[src/rtl/shifter8_unit.sv]
// 8-bit registered shift unit: load a byte, then shift the stored value
// left logical, right logical or right arithmetic by 0-3 bits per clock.
module shifter8_unit (
  input  logic       clk,
  input  logic       reset_n,
  input  logic [2:0] op,
  input  logic [1:0] shamt,
  input  logic [7:0] d_in,
  output logic [7:0] d_out
);

  typedef enum logic [2:0] {
    OpNop  = 3'b000,
    OpLoad = 3'b001,
    OpLsl  = 3'b010,
    OpLsr  = 3'b011,
    OpAsr  = 3'b100
  } op_e;

  logic [7:0] r_q, r_d;
  logic [7:0] lsl_s1, lsl_s2;
  logic [7:0] rsh_s1, rsh_s2;
  logic       fill_bit;

  // Left barrel network: stage by 1, then stage by 2.
  always_comb begin
    lsl_s1 = shamt[0] ? {r_q[6:0], 1'b0} : r_q;
    lsl_s2 = shamt[1] ? {lsl_s1[5:0], 2'b00} : lsl_s1;
  end

  // Right barrel network shared by LSR and ASR; only the fill bit differs.
  always_comb begin
    fill_bit = (op_e'(op) == OpAsr) ? r_q[7] : 1'b0;
    rsh_s1   = shamt[0] ? {fill_bit, r_q[7:1]} : r_q;
    rsh_s2   = shamt[1] ? {{2{fill_bit}}, rsh_s1[7:2]} : rsh_s1;
  end

  always_comb begin
    r_d = r_q;
    case (op_e'(op))
      OpNop:   r_d = r_q;
      OpLoad:  r_d = d_in;
      OpLsl:   r_d = lsl_s2;
      OpLsr:   r_d = rsh_s2;
      OpAsr:   r_d = rsh_s2;
      default: r_d = r_q;
    endcase
  end

  // reset_n is active-high despite its name; it overrides any op.
  always_ff @(posedge clk) begin
    if (reset_n) begin
      r_q <= 8'h00;
    end else begin
      r_q <= r_d;
    end
  end

  assign d_out = r_q;

endmodule

[config.mk]
export PLATFORM = sky130hd
export DESIGN_NAME = shifter8_unit
export DESIGN_NICKNAME = d
export VERILOG_FILES = /design/src/rtl/shifter8_unit.sv
export SDC_FILE = /design/constraint.sdc
export NUM_CORES = 1
export LEC_CHECK = 0
export CAP_MARGIN = 20
export CORE_MARGIN = 5
export CORE_UTILIZATION = 49
export DETAILED_ROUTE_END_ITERATION = 8
export PLACE_DENSITY = 0.88
export SLEW_MARGIN = 40
export SYNTH_ARGS = -nofsm -noshare
export SYNTH_HDL_FRONTEND = slang
export SYNTH_SLANG_ARGS = --single-unit
[constraint.sdc]
create_clock -name clk -period 1.6 [get_ports clk]
set_input_delay 0.16 -clock clk [delete_from_list [all_inputs] [get_ports clk]]
set_output_delay 0.16 -clock clk [all_outputs]
set_load 0.02 [all_outputs]
* After elaboration in Yosys (flattened, before gate mapping) *
Index checks and enable logic that the tools add are counted.

word-level totals
  bits of input ports = 15
  output and inout port bits = 8
  bits in registers = 8
  logic and storage cells = 19

operators by class
  reductions and logical operators = 4
  mux-type cells = 6
  eq/ne operators = 6

operators by type and width
  cell                                                 count
  2-to-1 mux 8 bit                                     4
  one-hot mux 8 bit (3 select lines)                   1
  equality test 3 x 2 -> 1 bit, second input constant  2
  AND reduction 2 bit                                  2
  equality test 3 x 1 -> 1 bit, second input constant  1
  equality test 3 bit, second input constant           1
  != test 3 x 1 -> 1 bit, second input constant        1
  != test 3 bit, second input constant                 1
  nonzero test 3 bit                                   1
  OR reduction 2 bit                                   1
  2-to-1 mux 1 bit                                     1

* Longest topological paths before layout *
Gate-level depths: netlist of run 1.

  depth after elaboration = 5
  gate-level depth with buffers = 6
  depth with buffers taken out = 4

* Worst setup path after synthesis of run 1 *
No wires, ideal clock.

  path type = reg2reg
  start = register r_q[5], in the netlist d_out[5]
  end = register r_q[4], in the netlist d_out[4]
  stages on the path, launching flop included = 5
  data required time = 1467 ps
  period minus slack after synthesis = 1316 ps
  path slack = 284 ps
  arrival time = 1183 ps
  buffers on the path = 0
  setup time = 133 ps
  path through = dfxtp_1 -> mux2i_1 -> mux2i_1 -> a2111oi_0 -> nor4_1

on the way
  word-level cells in the longest chain between the ends = 3

RTL lines
  element                             RTL line  source
  from (decl)                         20        logic [7:0] r_q, r_d;
  from (signal assigned)              55        r_q <= r_d;
  2-to-1 mux 8 bit                    34        rsh_s1 = shamt[0] ? {fill_bit, r_q[7:1]} : r_q;
  2-to-1 mux 8 bit                    35        rsh_s2 = shamt[1] ? {{2{fill_bit}}, rsh_s1[7:2]} : rsh_s1;
  one-hot mux 8 bit (3 select lines)  40        case (op_e'(op))

Every way passes these cells. The select of a mux whose other input is x is not followed.
A chain may end at the register's enable or synchronous reset.

* Final worst setup path of run 1 *
  start = input port op[0]
  end = register r_q[5], in the netlist d_out[5]

on the way
  word-level cells in the longest chain between the ends = 5
  elaborated cells on any way between the ends = 10
  those cells by class = 4 x eq/ne; 4 x mux; 2 x reduce/logical

RTL lines
  element                             RTL line  source
  from (decl)                         6         input logic [2:0] op,
  equality test 3 bit                 33, 40
  2-to-1 mux 1 bit                    33        fill_bit = (op_e'(op) == OpAsr) ? r_q[7] : 1'b0;
  2-to-1 mux 8 bit                    34
  2-to-1 mux 8 bit                    35
  one-hot mux 8 bit (3 select lines)  40

Parallel ways exist; a longest one is shown, timed or not. The select of a mux whose other input is x is not followed.

==> key figures, run 1 <==
Die
  • Placeable Area: 1942 sq um
  • Rows: 16
  • Die Y: 54.77 um
  • Die footprint: 3000 sq um
  • Die width: 54.77 um
  • Starting density of the core: 0.5058
  • I/O pin total: 23

Worst setup path
  • RR Endpoint: d_out[2]$_SDFFE_PP0P_
  • Flop2flop setup slack: 0.27 ns
  • Crit path launch type: primary input
  • Required time of the critical path: 1.76 ns
  • Worst R2R Start: d_out[2]$_SDFFE_PP0P_
  • CP endpoint kind: register
  • Worst Path Arrival: 1.75 ns
  • Reg2reg path depth: 4
  • Crit path max fanout: 5
  • Worst path slowest cell: clkdlybuf4s50_1
  • CP max stage delay: 0.43 ns
  • Crit Path Class: in -> reg
  • CP cell instances: clkdlybuf4s50_1 -> buf_4 -> or3b_4 -> a21oi_1 -> nand2_1 -> a311oi_1

Finish
  • Antenna diode count: 0
  • P&R area growth vs syn: 48.92%
  • Final core occ: 0.7532
  • Leading cell type in the layout, fill and taps excluded: buf_4
  • FF/Latch Area: 161.4 sq um
  • Share of cells above drive strength 1: 0.2934
  • Commonest non-fill, non-tap cells in the layout: 25 x buf_4, 19 x clkdlybuf4s50_1, 7 x o21ai_0, 7 x mux2i_1, 7 x dfxtp_1
  • Fill cells: 152
  • Nets: 184
  • Max FFs per register: 8
  • Area of the multi-input gates: 764.5 sq um
  • Layout Cells excl Fill: 194

STA
  • Worst slew pin tran: 0.3528 ns
  • Max Fclk: 0.6299 GHz
  • Tcrit/Tclk final: 0.9922
  • Worst rel slew slack: 0.7641
  • Fin. Hold Viols: 0
  • Max Slew Vio Count: 0
  • Minimum clock period after layout: 1.587 ns
  • Total negative slack: 0 ns
  • Count of final setup violators: 0
  • RSZ-0062 raised after global routing: yes
  • Setup Skew: 0.006718 ns

Logic synthesis
  • Synth Instances: 123
  • Largest cells by area after synthesis: dfxtp_1 16%, mux2i_1 8.2%, o21ai_0 3.6%
  • Post-synth EDFFs: 0
  • Most used flip-flop cell after synthesis: dfxtp_1
  • Top-area cell type share of the netlist area: 0.1631
  • Yosys top cell by area: dfxtp_1
  • Yosys cell types: 50
  • Sequential cell area fraction in the yosys report: 0.1631
  • Mapped Area: 982.2 sq um
  • Ys async rst share: 0
  • Ys Warns: 0
  • #FFs+latches synth: 8
  • Syn Area/Cell: 7.985 sq um
  • Post-synth net total: 138

Clocking
  • Hold_buf cts: 0
  • TritonCTS clock tree: done
  • Clock Path Buffers: 2
  • Worst skew pair latency: 0.26 ns
  • Depth of the CTS H-tree: 1
  • Root Driver: clkbuf_4
  • Clock slew at reported path FFs: 0.06 ns
  • Clk sinks: 8
  • Num CTS Buffers: 3

Route
  • DR pass1 iterations: 4
  • DR vias/cell: 6.149
  • DRT Wirelength: 3388 um
  • WL/cell: 17.46 um
  • Via count: 1193
  • ANT nets after route: 0
  • Remaining DRCs: 0
  • 1st-iter DRT viols: 33

GRT
  • First-pass GRT wire length: 5230 um
  • Met1 global-route usage: 0.3128
  • Vias in the first global route: 1075
  • GRT met2 Usage: 0.4154
  • M3 GR Usage: 0.02997
  • GRT Max-Usage Layer: met2
  • Largest net degree at the start of global routing: 11
  • GRT Util Overall: 0.2493
  • Antenna violations before repair: 0
  • Congestion Overflow GR: 0

Placed design
  • Placed Cells: 190
  • Port Buf Inserts: 22
  • GPL Wtd Cong: 0.9599
  • HPWL Detailed: 2588 um

Pwr
  • LEAKAGE: 0.5942 nW
  • Peak supply drop: 0.3234 mV
  • Pwr dens: 540.9 nW/um^2

Run
  • Max-cap violation count: 0

Worst hold path
  • Worst Hold Class: in -> reg
  • Hold path startpoint: d_in[1]
  • WHS Endpoint: d_out[1]$_SDFFE_PP0P_
  • WHS Path Cells: 3

Run status
  • Run status: completed
synthesized netlist by cell type (all sizes together) (3+ instances only):
| library cell | count |
|---|---|
| nand2 | 4 |
| nand2b | 3 |
| nand3b | 4 |
| a21oi | 6 |
| o21ai | 9 |
| dfxtp | 8 |
| inv | 7 |
| buf | 10 |
| nor3 | 4 |
| nor2b | 3 |
| a311oi | 3 |
| a22oi | 4 |
| and2 | 3 |
| nor2 | 8 |
| o22ai | 4 |
| mux2i | 8 |
| o31ai | 3 |
stage by stage:
step           hold slack [ns]  area (sq um)  total power, mW  worst slack, ns
5_1_grt                 0.5420          1463           0.8263         -0.01848
4_1_cts                 0.5217          1393           0.7630          0.02086
2_1_floorplan           0.2279         982.2           0.4356           0.2837
3_3_place_gp            0.5459          1370           0.5911          -0.2040
6_report                0.5298          1463           0.7911          0.01256
3_5_place_dp            0.5656          1370           0.5975          -0.2369
logic make-up after synthesis:
| logic type | share of synthesized area |
|---|---|
| XOR/XNOR | 0.008919 |
| AO/OA/AOI/OAI | 0.3898 |
| buffers and inverters | 0.1045 |
| multiplexers | 0.1045 |
| AND/OR/NAND/NOR | 0.2293 |
| flip-flops | 0.1631 |
layout make-up:
class                           instances  share of cell area
Sequential cell                         8              0.1104
Timing Repair Buffer                   51              0.3105
Inverter                                7             0.01796
Clock buffer                            3             0.01540
Multi-Input combinational cell         98              0.5227
Tap cell                               27             0.02310
critical path, delay by kind of cell:
kind                   cells  cell delay, ns
AND/OR/NAND/NOR            2            0.52
buffers and inverters      2            0.60
AO/OA/AOI/OAI              2            0.46
power breakdown:
| part | leakage [nW] | total (mW) | internal [mW] | switching [mW] |
|---|---|---|---|---|
| clock | 0.0138 | 0.167 | 0.0866 | 0.0804 |
| sequential | 0.0664 | 0.246 | 0.217 | 0.0293 |
| combinational | 0.514 | 0.378 | 0.197 | 0.181 |
| total | 0.594 | 0.791 | 0.501 | 0.291 |
per-layer routing:
metal	wire length [um]	vias up
li1	-	571
met1	1433	561
met2	1646	53
met5	0	-
met4	95	0
met3	212	8
timing repair:
| item | in CTS | in global routing |
|---|---|---|
| setup buffers | 0 | 0 |
| resized for setup | 0 | 17 |
| setup endpoints to repair | 0 | 5 |
| hold endpoints to repair | 0 | 0 |
worst max-delay path by stage:
stage | from | end | slack, ns | cells past startpoint
2_1_floorplan | d_out[5]$_SDFFE_PP0P_ | d_out[4]$_SDFFE_PP0P_ | 0.28 | 4
3_3_place_gp | op[2] | d_out[2]$_SDFFE_PP0P_ | -0.20 | 7
3_5_place_dp | op[2] | d_out[2]$_SDFFE_PP0P_ | -0.24 | 7
4_1_cts | op[2] | d_out[2]$_SDFFE_PP0P_ | 0.02 | 7
5_1_grt | op[0] | d_out[5]$_SDFFE_PP0P_ | -0.02 | 6
6_report | op[0] | d_out[5]$_SDFFE_PP0P_ | 0.01 | 6
No activity file was read; power rests on OpenSTA's default activity.
==> run 2, diff against run 1 <==
--- a/config.mk
+++ b/config.mk
@@ -7,9 +7,11 @@
 export LEC_CHECK = 0
 export CAP_MARGIN = 20
 export CORE_MARGIN = 5
-export CORE_UTILIZATION = 49
+export CORE_UTILIZATION = 51
+export CTS_BUF_LIST = sky130_fd_sc_hd__clkbuf_8
 export DETAILED_ROUTE_END_ITERATION = 8
-export PLACE_DENSITY = 0.88
+export PLACE_DENSITY = 0.9
+export SETUP_SLACK_MARGIN = 0.2
 export SLEW_MARGIN = 40
 export SYNTH_ARGS = -nofsm -noshare
 export SYNTH_HDL_FRONTEND = slang
==> run 2 against run 1 <==
- maximum frequency rose by 13%
- power rose by 19%
- combinational power rose by 17%
==> key figures, run 2 (synthesis results as in run 1) <==
Run
  • Max-cap violation count: 0 (unchanged)

Worst setup path
  • CP max stage delay: 0.28 ns (-0.15 ns)
  • CP bufs+invs: 3 (+1)
  • Worst R2R Start: d_out[4]$_SDFFE_PP0P_
  • Required time of the critical path: 1.70 ns (-0.06 ns)
  • CP endpoint kind: register
  • Crit path launch type: primary input
  • Reg2reg path depth: 4 (unchanged)
  • Worst Setup SP: shamt[1]
  • Top delay family on crit path: buffers and inverters
  • Worst Path Arrival: 1.51 ns (-0.24 ns)
  • Crit path top cell by count: buf_4
  • RR Endpoint: d_out[2]$_SDFFE_PP0P_
  • CP cell instances: dlygate4sd2_1 -> buf_4 -> buf_4 -> and2_1 -> o21ai_0 -> o2bb2ai_1 -> a311oi_2
  • Setup crit end: d_out[5]$_SDFFE_PP0P_
  • Worst path slowest cell: dlygate4sd2_1
  • Crit path max fanout: 9 (+4)
  • CP Depth: 7 (+1)
  • Crit Path Class: in -> reg
  • Flop2flop setup slack: 0.22 ns (-0.05 ns)

Route
  • Remaining DRCs: 0 (unchanged)
  • Via count: 1397 (+17%)
  • DRT Wirelength: 4725 um (+39%)
  • ANT nets after route: 0 (unchanged)
  • DR pass1 iterations: 4 (unchanged)
  • 1st-iter DRT viols: 131 (+300%)
  • DR vias/cell: 6.950 (+13%)
  • WL/cell: 23.51 um (+35%)

Pwr
  • Seq pwr share: 0.260 (-0.051)
  • NetSw: 0.3510 mW (+21%)
  • Pwr dens: 590.0 nW/um^2 (+9.1%)
  • Int Pwr: 0.5924 mW (+18%)
  • Clock share of power: 0.270 (+0.059)
  • Switching share of power: 0.3721 (+0.004819)
  • LEAKAGE: 0.6729 nW (+13%)
  • Combinational share of power: 0.470 (-0.008)
  • Peak supply drop: 0.6904 mV (+110%)

Clocking
  • Worst skew pair latency: 0.23 ns (-0.03 ns)
  • Hold_buf cts: 0 (unchanged)
  • TritonCTS clock tree: done
  • Clk sinks: 8 (unchanged)
  • Clock slew at reported path FFs: 0.05 ns (about the same)
  • Depth of the CTS H-tree: 1 (unchanged)
  • Root Driver: clkbuf_8
  • Num CTS Buffers: 3 (unchanged)
  • Clock Path Buffers: 2 (unchanged)

Finish
  • Layout Cells excl Fill: 201 (+3.6%)
  • Share of cells above drive strength 1: 0.4318 (+0.1384)
  • P&R area growth vs syn: 62.80%
  • Nets: 193 (+4.9%)
  • Commonest non-fill, non-tap cells in the layout: 31 x buf_4, 10 x dlygate4sd2_1, 9 x clkdlybuf4s50_1
  • Antenna diode count: 0 (unchanged)
  • Fill cells: 68 (-55%)
  • Max FFs per register: 8 (unchanged)
  • Leading cell type in the layout, fill and taps excluded: buf_4

STA
  • Count of final setup violators: 0 (unchanged)
  • Max Slew Vio Count: 0 (unchanged)
  • Worst rel slew slack: 0.7364 (-0.02763)
  • Fin. Hold Viols: 0 (unchanged)
  • RSZ-0062 raised after global routing: yes
  • Setup Skew: 0.006272 ns (-0.0004451 ns)
  • Tcrit/Tclk final: 0.8802 (-0.1119)
  • Total negative slack: 0 ns (unchanged)
  • Minimum clock period after layout: 1.408 ns (-0.1791 ns)
  • Max Fclk: 0.7101 GHz (+13%)
  • Worst slew pin tran: 0.3941 ns (+0.04132 ns)

Run status
  • Run status: completed

Placed design
  • Placed Cells: 192 (+1.1%)
  • HPWL Detailed: 2683 um (+3.7%)
  • GPL Wtd Cong: 0.9752 (+1.6%)
  • Port Buf Inserts: 22 (unchanged)

Die
  • Die Y: 53.89 um (-1.6%)
  • I/O pin total: 23 (unchanged)
  • Rows: 15 (-1)
  • Die footprint: 2904 sq um (-3.2%)
  • Placeable Area: 1783 sq um (-8.2%)
  • Die width: 53.89 um (-1.6%)
  • Starting density of the core: 0.5509 (+0.04508)

GRT
  • GRT Util Overall: 0.3561 (+0.1068)
  • Congestion Overflow GR: 0 (unchanged)
  • Vias in the first global route: 1431 (+33%)
  • First-pass GRT wire length: 7217 um (+38%)
  • Antenna violations before repair: 0 (unchanged)
  • Largest net degree at the start of global routing: 20 (+9)

Worst hold path
  • Worst Hold Class: in -> reg
[run 2: timing repair]
item | CTS | global route
setup endpoints to repair | 16 | 7
setup buffers | 5 | 1
hold endpoints to repair | 0 | 0
pin swaps | 8 | 11
resized for setup | 30 | 25
cloned | 0 | 0
[run 2: tightest hold or removal path: stages]
cell	delay (ns)
clkbuf_2	0.10
buf_6	0.18
o31ai_1	0.10
[run 2: cell type report]
type	instances	area, sq um	area share
flip-flops and latches	8	165.2	0.1033
repair buffers	60	504.2	0.3153
well taps	25	31.28	0.01956
multi-input cells	98	830.8	0.5196
inverters	7	26.28	0.01643
clock buffers	3	41.29	0.02582
[run 2: worst min path at each step]
stage | start | end | slack (ns) | cells after the start
5_1_grt | op[2] | d_out[7]$_SDFFE_PP0P_ | 0.38 | 3
4_1_cts | op[2] | d_out[7]$_SDFFE_PP0P_ | 0.49 | 3
3_3_place_gp | d_out[4]$_SDFFE_PP0P_ | d_out[4]$_SDFFE_PP0P_ | 0.55 | 2
3_5_place_dp | d_out[4]$_SDFFE_PP0P_ | d_out[4]$_SDFFE_PP0P_ | 0.55 | 2
6_report | op[2] | d_out[7]$_SDFFE_PP0P_ | 0.38 | 3
2_1_floorplan | reset_n | d_out[1]$_SDFFE_PP0P_ | 0.23 | 1
[run 2: metrics by stage]
step                total power, mW  area, sq um    util  setup WS (ns)  hold WS, ns
finish                       0.9434         1599  0.8968         0.1917       0.3770
global route                 0.9805         1599  0.8968         0.1327       0.3778
CTS                          0.8785         1528  0.8568         0.2445       0.4861
detailed placement           0.6127         1398  0.7839        -0.3172       0.5524
global placement             0.5971         1398  0.7839        -0.2531       0.5469
floorplan                    0.4356        982.2       -         0.2837       0.2279
[run 2: power groups by stage]
stage,Sequential (mW),Combinational (mW),Clock (mW)
global route,0.246,0.463,0.272
finish,0.245,0.443,0.255
CTS,0.237,0.387,0.254
floorplan,0.260,0.175,0
detailed placement,0.241,0.371,0
global placement,0.240,0.357,0
[run 2: routing by layer]
layer	up-vias	wire length (um)	global-route usage
met5	-	0	0.08333
met4	0	316	0.2213
met3	45	514	0.1108
met2	128	2090	0.5605
met1	642	1804	0.4089
li1	582	-	-
==> run 3, diff against run 2 <==
--- a/config.mk
+++ b/config.mk
@@ -12,6 +12,7 @@
 export DETAILED_ROUTE_END_ITERATION = 8
 export PLACE_DENSITY = 0.9
 export SETUP_SLACK_MARGIN = 0.2
+export SKIP_CTS_REPAIR_TIMING = 1
 export SLEW_MARGIN = 40
 export SYNTH_ARGS = -nofsm -noshare
 export SYNTH_HDL_FRONTEND = slang
==> run 3 against run 2 <==
- cell count is 1.5% higher
- via count is 2.6% higher
- sequential power hardly changed
- utilization is 1.2 points higher
- flip-flop and latch count stayed put
- critical path type is now reg -> reg
==> key figures, run 3 (synthesis results as in run 1) <==
STA
  • Max Slew Vio Count: 0 (unchanged)
  • Setup Skew: 0.006560 ns (+0.0002873 ns)
  • Minimum clock period after layout: 1.419 ns (+0.01050 ns)
  • Fin. Hold Viols: 0 (unchanged)
  • Max Fclk: 0.7048 GHz (-0.74%)
  • Final WS setup: 0.1812 ns (-0.01050 ns)
  • RSZ-0062 raised after global routing: no
  • Tcrit/Tclk final: 0.8868 (+0.006565)
  • Count of final setup violators: 0 (unchanged)
  • Worst slew pin tran: 0.3852 ns (-0.008954 ns)
  • Worst rel slew slack: 0.7427 (+0.006262)

Clocking
  • Clk sinks: 8 (unchanged)
  • Root Driver: clkbuf_8
  • TritonCTS clock tree: done
  • Depth of the CTS H-tree: 1 (unchanged)
  • Clock Path Buffers: 2 (unchanged)
  • Num CTS Buffers: 3 (unchanged)
  • Worst skew pair latency: 0.24 ns (about the same)
  • Clock slew at reported path FFs: 0.05 ns (about the same)

Finish
  • Antenna diode count: 0 (unchanged)
  • Final core occ: 0.9088 (+0.01193)
  • P&R area growth vs syn: 64.97%
  • Commonest non-fill, non-tap cells in the layout: 34 x buf_4, 13 x dlymetal6s2s_1, 9 x clkdlybuf4s50_1
  • Design Area, Final: 1620 sq um (+1.3%)
  • Leading cell type in the layout, fill and taps excluded: buf_4
  • Share of cells above drive strength 1: 0.3631 (-0.06869)
  • Max FFs per register: 8 (unchanged)
  • Nets: 196 (+1.6%)

Route
  • Remaining DRCs: 0 (unchanged)
  • WL/cell: 24.21 um (+3.0%)
  • DR pass1 iterations: 5 (+1)
  • Metal1 wirelength: 1873 um (+3.8%)
  • Met2 wire len: 2176 um (+4.1%)
  • 1st-iter DRT viols: 138 (+5.3%)
  • Top Metal Used: met4
  • DRT Wirelength: 4938 um (+4.5%)
  • DR vias/cell: 7.029 (+1.1%)
  • ANT nets after route: 0 (unchanged)
  • Met3 Wirelength: 556 um (+8.2%)
  • Via count: 1434 (+2.6%)

Placed design
  • HPWL Detailed: 2683 um (unchanged)
  • Pre-CTS setup slack: -0.3172 ns (unchanged)
  • GPL Wtd Cong: 0.9752 (unchanged)
  • Port Buf Inserts: 22 (unchanged)
  • Cell Area, Placed: 1398 sq um (unchanged)

Worst setup path
  • CP cell instances: mux2i_2 -> buf_4 -> o32a_1 -> o22ai_1 -> o221a_1
  • Worst Setup SP: d_out[7]$_SDFFE_PP0P_
  • CP endpoint kind: register
  • Top delay family on crit path: compound AO/OA/AOI/OAI gates
  • Crit path launch type: register
  • Worst path slowest cell: dfxtp_1
  • CP bufs+invs: 1 (-2)
  • Flop2flop setup slack: 0.18 ns (-0.04 ns)
  • RR Endpoint: d_out[6]$_SDFFE_PP0P_
  • Worst R2R Start: d_out[7]$_SDFFE_PP0P_
  • Required time of the critical path: 1.78 ns (+0.08 ns)
  • Reg2reg path depth: 5 (+1)
  • CP max stage delay: 0.40 ns (+0.12 ns)
  • CP Depth: 5 (-2)
  • Crit path max fanout: 2 (-7)
  • Setup crit end: d_out[6]$_SDFFE_PP0P_
  • Crit Path Class: reg -> reg
  • Worst Path Arrival: 1.60 ns (+0.09 ns)

Pwr
  • LEAKAGE: 0.8101 nW (+20%)
  • Peak supply drop: 0.6316 mV (-8.5%)
  • Pwr dens: 596.5 nW/um^2 (+1.1%)

GRT
  • Vias in the first global route: 1287 (-10%)
  • Largest net degree at the start of global routing: 20 (unchanged)
  • First-pass GRT wire length: 5733 um (-21%)
  • GRT Util Overall: 0.2712 (-0.08486)
  • Congestion Overflow GR: 0 (unchanged)
  • Antenna violations before repair: 0 (unchanged)

Die
  • I/O pin total: 23 (unchanged)
  • Placeable Area: 1783 sq um (unchanged)
  • Die footprint: 2904 sq um (unchanged)
  • Starting density of the core: 0.5509 (unchanged)
  • Rows: 15 (unchanged)
  • Die width: 53.89 um (unchanged)
  • Die Y: 53.89 um (unchanged)

Run status
  • Run status: completed

Worst hold path
  • Worst Hold Class: in -> reg
  • WHS Path Cells: 4 (+1)

Run
  • Max-cap violation count: 0 (unchanged)
run 3: cell count changes in the layout (fill, tap and decap cells not counted), moves of 2 or more:
cell | before | now
dlygate4sd2_1 | 10 | 0
buf_6 | 7 | 5
o22ai_1 | 1 | 3
o22ai_2 | 2 | 0
buf_4 | 31 | 34
dlymetal6s2s_1 | 0 | 13
clkbuf_2 | 3 | 0
dfxtp_1 | 4 | 6
dfxtp_2 | 4 | 2
run 3: layout make-up:
| class | count | area, sq um |
|---|---|---|
| sequential | 8 | 162.7 |
| fill | 74 | 162.7 |
| tap | 25 | 31.28 |
| clock buffer | 3 | 41.29 |
| multi-input combinational | 98 | 782.0 |
| inverter | 7 | 26.28 |
| timing repair buffer | 63 | 576.8 |
run 3: metal layers:
metal,global-route usage,vias up
met2,0.4819,139
met1,0.3113,662
met5,0,-
met4,0.1064,0
li1,-,591
met3,0.05817,42
run 3: where the power goes:
part	switching, mW	total (mW)	internal (mW)
clock	0.107	0.272	0.166
sequential	0.0274	0.245	0.218
combinational	0.231	0.449	0.218
run 3: tightest hold or removal path: stages:
cell and delay, ns:
dlymetal6s2s_1 0.15, buf_6 0.16, buf_4 0.12, o31ai_1 0.09
run 3: worst min path at each step:
stage | from | end
2_1_floorplan | reset_n | d_out[1]$_SDFFE_PP0P_
3_3_place_gp | d_out[4]$_SDFFE_PP0P_ | d_out[4]$_SDFFE_PP0P_
3_5_place_dp | d_out[4]$_SDFFE_PP0P_ | d_out[4]$_SDFFE_PP0P_
4_1_cts | d_out[4]$_SDFFE_PP0P_ | d_out[4]$_SDFFE_PP0P_
5_1_grt | op[2] | d_out[7]$_SDFFE_PP0P_
6_report | op[2] | d_out[7]$_SDFFE_PP0P_
run 3: through the flow:
| stage | total power [mW] | cells | hold slack (ns) | TNS (ns) |
|---|---|---|---|---|
| 6_report | 0.9665 | 204 | 0.5111 | 0 |
| 5_1_grt | 0.9874 | 204 | 0.5193 | 0 |
| 4_1_cts | 0.8660 | 195 | 0.5585 | -0.2552 |
| 3_5_place_dp | 0.6127 | 192 | 0.5524 | -2.056 |
| 3_3_place_gp | 0.5971 | 192 | 0.5469 | -1.572 |
| 2_1_floorplan | 0.4356 | 123 | 0.2279 | 0 |
